**src/rtl/if_id_buffer.sv**
```systemverilog
// Fetch-to-decode decoupling ring FIFO carrying {PC, instruction} with flush and drop counting.
// Latency: one cycle from fetch push to id_valid_o; no same-cycle pass-through.
// Backpressure: fetch_ready_o drops when full (holds the PC) and depends only on registered occupancy.
module if_id_buffer #(
   parameter int unsigned DEPTH     = 2,
   parameter int unsigned PTR_W     = 1,
   parameter logic [31:0] NOP_INSTR = 32'h0000_0000
) (
   input  logic             clk_i,
   input  logic             rst_i,
   input  logic             flush_i,
   input  logic             fetch_valid_i,
   input  logic [31:0]      fetch_pc_i,
   input  logic [31:0]      fetch_instr_i,
   output logic             fetch_ready_o,
   output logic             id_valid_o,
   output logic [31:0]      id_pc_o,
   output logic [31:0]      id_pc_plus4_o,
   output logic [31:0]      id_instr_o,
   input  logic             id_ready_i,
   output logic [PTR_W:0]   count_o,
   output logic [15:0]      drop_cnt_o
);

   typedef struct packed {
      logic [31:0] pc;
      logic [31:0] instr;
   } entry_t;

   localparam logic [PTR_W:0] FULL_CNT = (PTR_W+1)'(DEPTH);

   entry_t           mem_q [DEPTH];
   logic [PTR_W-1:0] rd_ptr_q, rd_ptr_d;
   logic [PTR_W-1:0] wr_ptr_q, wr_ptr_d;
   logic [PTR_W:0]   count_q, count_d;
   logic [15:0]      drop_cnt_q, drop_cnt_d;
   logic [16:0]      drop_sum;
   logic             push, pop;
   entry_t           head;

   // Handshakes are derived from registered occupancy only, so fetch_ready_o
   // has no combinational path from decode or flush.
   assign fetch_ready_o = (count_q < FULL_CNT);
   assign id_valid_o    = (count_q != '0);
   assign push          = fetch_valid_i & fetch_ready_o;
   assign pop           = id_valid_o & id_ready_i;

   // Show-ahead head; an empty buffer presents PC 0 and a NOP to decode.
   assign head          = mem_q[rd_ptr_q];
   assign id_pc_o       = id_valid_o ? head.pc : 32'd0;
   assign id_instr_o    = id_valid_o ? head.instr : NOP_INSTR;
   assign id_pc_plus4_o = id_pc_o + 32'd4;
   assign count_o       = count_q;
   assign drop_cnt_o    = drop_cnt_q;

   // Drop counter accumulates the pre-flush occupancy, clamped at all-ones.
   assign drop_sum = {1'b0, drop_cnt_q} + 17'(count_q);

   // Next-state: flush overrides any same-cycle push or pop.
   always_comb begin
      rd_ptr_d   = rd_ptr_q;
      wr_ptr_d   = wr_ptr_q;
      count_d    = count_q;
      drop_cnt_d = drop_cnt_q;
      if (flush_i) begin
         rd_ptr_d   = '0;
         wr_ptr_d   = '0;
         count_d    = '0;
         drop_cnt_d = drop_sum[16] ? 16'hFFFF : drop_sum[15:0];
      end else begin
         if (push) wr_ptr_d = wr_ptr_q + 1'b1;
         if (pop)  rd_ptr_d = rd_ptr_q + 1'b1;
         case ({push, pop})
            2'b10:   count_d = count_q + 1'b1;
            2'b01:   count_d = count_q - 1'b1;
            default: count_d = count_q;
         endcase
      end
   end

   // Control state with asynchronous active-low clear.
   always_ff @(posedge clk_i or negedge rst_i) begin
      if (!rst_i) begin
         rd_ptr_q   <= '0;
         wr_ptr_q   <= '0;
         count_q    <= '0;
         drop_cnt_q <= '0;
      end else begin
         rd_ptr_q   <= rd_ptr_d;
         wr_ptr_q   <= wr_ptr_d;
         count_q    <= count_d;
         drop_cnt_q <= drop_cnt_d;
      end
   end

   // Storage array is not reset; only occupancy decides what is visible.
   always_ff @(posedge clk_i) begin
      if (push && !flush_i) begin
         mem_q[wr_ptr_q] <= '{pc: fetch_pc_i, instr: fetch_instr_i};
      end
   end

endmodule

```
**config.mk**
```make
export PLATFORM = sky130hd
export DESIGN_NAME = if_id_buffer
export DESIGN_NICKNAME = d
export VERILOG_FILES = /design/src/rtl/if_id_buffer.sv
export SDC_FILE = /design/constraint.sdc
export NUM_CORES = 1
export LEC_CHECK = 0
export ABC_AREA = 1
export CAP_MARGIN = 20
export CORE_MARGIN = 3
export CORE_UTILIZATION = 40
export DETAILED_ROUTE_END_ITERATION = 16
export GPL_TIMING_DRIVEN = 0
export HOLD_SLACK_MARGIN = 0.05
export PLACE_DENSITY = 0.68
export SETUP_SLACK_MARGIN = 0.1
export SLEW_MARGIN = 20
export SYNTH_ARGS = -nofsm -noshare
export SYNTH_HDL_FRONTEND = slang
export SYNTH_SLANG_ARGS = --single-unit
export TNS_END_PERCENT = 10
```
**constraint.sdc**
```tcl
create_clock -name clk_i -period 4.7 [get_ports clk_i]
set_clock_uncertainty 0.05 [all_clocks]
set_input_delay 0.705 -clock clk_i [delete_from_list [all_inputs] [get_ports clk_i]]
set_output_delay 0.705 -clock clk_i [all_outputs]
set_load 0.01 [all_outputs]
```
# Word level (Yosys, flattened, before mapping)
# Memories as Yosys holds them, arrays and structs flattened.
# Index checks and enable logic that the tools add are counted.
[word_totals]
ff_bits = 20
ramBits = 128
inputBits = 69
output_inout_bits = 116
elab_cells = 33
mem_count = 1
[mem_list]
columns = ["memory", "depth", "word_bits", "read_ports", "rd_clocked_by_memory_dff", "write_ports", "line", "rtl"]
rows = [
  ["mem_q", 2, 64, 1, 0, 1, "32", "entry_t mem_q [DEPTH];"],
]
[op_classes]
add_sub_neg = 6
order_cmp = 1
eq_ne = 2
n_mux = 11
bitwise = 2
reduce_logical = 6
[ops]
columns = ["op", "count"]
rows = [
  ["$mux W32", 2],
  ["$add A32 B3 Y32 const B", 1],
  ["$add A16 B2 Y17", 1],
  ["$mux W16", 1],
  ["$mux W1", 6],
  ["$reduce_bool A2 Y1", 3],
  ["$pmux W2 S2", 1],
  ["$reduce_bool A3 Y1", 1],
  ["$add A1 B1 Y1 const B", 2],
  ["$add A2 B1 Y2 const B", 1],
  ["$and A1 B1 Y1", 2],
  ["$eq A2 B1 Y1 const B", 1],
  ["$eq A2 B2 Y1 const B", 1],
  ["$lt A2 B2 Y1 const B", 1],
  ["$mux W2", 1],
  ["$sub A2 B1 Y2 const B", 1],
  ["$logic_and A1 B1 Y1", 1],
  ["$logic_not A1 Y1", 1],
]

# Depth between registers and ports, before layout
[depth]
word_depth = 5
ltp_mapped = 15
ltp_nobuf = 13

# Worst setup path after synthesis
# Ideal clock, no wire load.
[synth_timing]
kind = "input to register"
from = "input flush_i"
to = "memory mem_q[0][0] in the netlist's numbering, enable pin"
setup_ps = 486
arrival_time_ps = 3726
required_time_ps = 4164
setup_slack_ps = 437
path_stages = 4
cell_sequence = "buf_2 > inv_2 > nand2_1 > nor2_1"
[synth_between]
elab_chain_len = 4
[synth_lines]
columns = ["item", "line", "rtl"]
rows = [
  ["start: declaration", "11", "input logic flush_i,"],
  ["$logic_not A1 Y1", "98", "if (push && !flush_i) begin"],
  ["$logic_and A1 B1 Y1", "98", ""],
  ["$mux W1", "98", ""],
  ["$mux W1 (implied by the code)", "99", "mem_q[wr_ptr_q] <= '{pc: fetch_pc_i, instr: fetch_instr_i};"],
  ["end: declaration", "32", ""],
]
# No other way between the ends.

# Final worst setup path
[layout_timing]
from = "register count_q[0], in the netlist count_o[0]"
to = "output id_pc_plus4_o[14]"
[layout_between]
elab_chain_len = 3
[layout_lines]
columns = ["item", "line", "rtl"]
rows = [
  ["start: declaration", "35", "logic [PTR_W:0] count_q, count_d;"],
  ["start signal: assignment", "91", "count_q <= count_d;"],
  ["$reduce_bool A2 Y1", "44", "assign id_valid_o = (count_q != '0);"],
  ["$mux W32", "50", "assign id_pc_o = id_valid_o ? head.pc : 32'd0;"],
  ["$add A32 B3 Y32", "52", "assign id_pc_plus4_o = id_pc_o + 32'd4;"],
  ["end: declaration", "18", "output logic [31:0] id_pc_plus4_o,"],
]
# No other way between the ends.

==> flow_summary.ini <==
[floorplan]
die_h_um = 138
boundaryPins = 185
fp.coreArea_um2 = 16800
rows = 47
dieArea_um2 = 19000
die_width_um = 138
start_util = 0.413

[worst_hold_path]
hold_end = drop_cnt_o[15]$_DFFE_PN0P_
hp-class = flip-flop to flip-flop
worstHoldStart = drop_cnt_o[15]$_DFFE_PN0P_
hold_path_depth = 2

[clock_tree]
cts_htree_levels = 4
clock_sinks = 148
postCtsSetupRepairBufs = 0
clk_latency_ns = 0.41
clkTransAtPathRegs_ns = 0.06
cts_root_buf = clkbuf_16
cts_made_buffers = 17
hold_buffers = 0
clockBufferDepth = 2
cts-resized-gates = 0
cts_tree = built

[logic_synthesis]
synth_nets = 798
synth-adder-area-share = 0.00828
muxShareOfSynthArea = 0
netlist_area_um2 = 6950
synth_top_area_frac = 0.553
synth.ff_latch_count = 148
synthSimpleGateAreaFrac = 0.249
synthCells = 725
yosysUniqueCellTypes = 28
synth_area_leaders = edfxtp_1 55%, nand2_1 15%, dfrtp_1 7.2%
yosysTopAreaCell = edfxtp_1
synth_edf_count = 128
yosys_warnings = 0
synth_top_family_by_area = simple AND/OR/NAND/NOR gates
seq_area_frac_synth = 0.625
synth-main-ff-cell = edfxtp_1
synth_xor_area_frac = 0.0265
synth-async-reset-ratio = 0.135
synth_compound_area_frac = 0.0333
syn_area_per_cell_um2 = 9.59

[power]
power_density_nw_per_um2 = 545
power_frac_clock = 0.260
p_int_mw = 3.48
pwr-share-comb = 0.433
pwr-share-seq = 0.307
sw_frac_of_total = 0.346
power.leakage_nw = 3.97
peakVddDrop_uv = 351
switchingPower_mw = 1.84

[critical_path]
cpMaxStageDelayCell = clkdlybuf4s50_1
crit_buf_inv = 8
worstSetupPathType = flip-flop to output pin
critical_path_arrival_ns = 3.62
rr_startpoint = count_o[0]$_DFFE_PN0P_
cp-end-kind = output pin
ff2ff_setup_slack_ns = 2.35
ff2ff_path_depth = 9
cp_top_family = buffers and inverters
r2r-end = drop_cnt_o[14]$_DFFE_PN0P_
crit_path_frequent_cell = inv_1
required_ns = 3.94
crit_fanout = 10
critPathLaunchType = flip-flop
crit_chain = nor2_1, inv_1, buf_4, buf_6, buf_2, nand2_1, inv_1, ha_1, inv_1, nor2_2, inv_2, nor2_2, xor2_1, clkdlybuf4s50_1
cpPeakStageDelay_ns = 0.56

[routing]
drtAntennaViolNets = 0
wl_mm = 17.9
vias = 5537
drc = 0
drt-initial-drc-count = 225
dr.pass1.iters = 5
post_drt_via_cell_ratio = 4.76
wire_per_inst_um = 15.3

[sta]
setup_viol = 0
grt_setup_unrepaired = no
slew_headroom = 0.353
max_freq_mhz = 229
finalHoldViolations = 0
worst_slew_pin_slew_ns = 0.967
period_share = 0.930
drv_slew = 0
min_period_ns = 4.37

[cells_and_area]
layout.nets = 1004
antenna_cells = 0
area_growth_pct = 40.5
drive_gt1_frac = 0.0816
final_core_util = 0.581
fin_area_um2 = 9770
final_cells = 1164

[outcome]
status = finished, final reports clean

[run]
cap_viol_max_count = 0

[global_route]
grt_pass1_wl_mm = 27.8
grt_overflow = 0
grt_max_degree = 28
grt_use_total = 0.193
grt_pass1_vias = 5313
antenna_found_initial = 0

[place]
post-place-cells = 1132
gp_routability_congestion = 0.877
place_hpwl_mm = 13.6
portBuffers = 183
placed_cell_area_um2 = 9160
==> cell usage in the layout, fill, tap and decap left out, drive strengths merged, types with 5 or more instances in the layout <==
master / n
inv: 65
nor3: 6
nor2: 63
dfrtp: 20
xor2: 19
o21ai: 5
nand4: 6
clkbuf: 25
buf: 25
nand3: 57
nand2: 284
edfxtp: 128
clkdlybuf4s50: 183
a21oi: 37
==> cells in the mapped netlist (3+ instances only) <==
cell type    n
nand2_1    280
inv_1       57
edfxtp_1   128
buf_2       11
inv_2        4
o21ai_0      5
nand4_1      6
ha_1         3
nand3_1     56
xor2_1      19
nor2_1      55
buf_6        5
nand2_2      4
nor2_2       5
dfrtp_1     20
clkbuf_1     6
a21oi_1     37
buf_4        5
or2_2        3
nor3_1       6
==> metal layers <==
layer  part of all wire  global-route usage  vias up
met4              0.019              0.0670        0
met1               0.41               0.239     2537
met3              0.080              0.0599       22
met5                  0                   0        -
met2               0.49               0.320      194
li1                   -                   -     2784
==> cell type report <==
cell class,count,area (um^2)
Sequential cell,148,4340
Inverter,61,229
Clock inverter,13,175
Clock buffer,19,433
Buffer,27,171
Multi-Input combinational cell,489,2220
Timing Repair Buffer,187,1920
Tap cell,220,275
Fill cell,1482,7050
==> logic make-up after synthesis <==
| group | count (synthesis) |
|---|---|
| buffers and inverters | 88 |
| AND/OR/NAND/NOR | 419 |
| adder cells (fa/ha/maj) | 4 |
| AO/OA/AOI/OAI | 45 |
| flip-flops | 148 |
| XOR/XNOR | 21 |
==> worst max-delay path by stage <==
stage	end	cells after the start	startpoint	slack (ns)
after global placement	mem_q[0][46]$_DFFE_PP_	5	fetch_valid_i	-1.51
final	id_pc_plus4_o[14]	14	count_o[0]$_DFFE_PN0P_	0.33
after CTS	id_pc_plus4_o[14]	14	count_o[0]$_DFFE_PN0P_	0.30
after floorplan	mem_q[0][0]$_DFFE_PP_	4	flush_i	0.44
after global routing	id_pc_plus4_o[30]	15	count_o[0]$_DFFE_PN0P_	0.12
after detailed placement	id_pc_plus4_o[14]	14	count_o[0]$_DFFE_PN0P_	0.78
==> worst register-to-register path, delay by kind of cell (launching register included) <==
kind	cells	cell delay [ns]
DFF	1	0.47
adders and majority gates	2	0.57
and+or+nand+nor	3	0.53
buffers and inverters	4	0.66
==> state kept, by name, indices dropped and copies added (netlist names) <==
signal	cells
drop_cnt_o	16
mem_q	128
wr_ptr_q	1
count_o	2
rd_ptr_q	1
==> power by group through the flow <==
stage               Clock, mW  Combinational, mW  Sequential, mW
floorplan                   0               1.10            1.67
global placement            0               2.29            1.68
detailed placement          0               2.32            1.67
CTS                      1.40               2.34            1.64
global route             1.47               2.53            1.65
finish                   1.38               2.31            1.64
==> stage by stage <==
| step | TNS, ns | hold slack [ns] | total power [mW] | setup WS, ns |
|---|---|---|---|---|
| detailed placement | 0 | 0.478 | 3.99 | 0.778 |
| global route | 0 | 0.528 | 5.65 | 0.122 |
| global placement | -183.01 | 0.420 | 3.97 | -1.51 |
| floorplan | 0 | 0.359 | 2.77 | 0.437 |
| CTS | 0 | 0.493 | 5.38 | 0.299 |
| finish | 0 | 0.489 | 5.32 | 0.330 |
No activity file was read; power rests on OpenSTA's default activity.
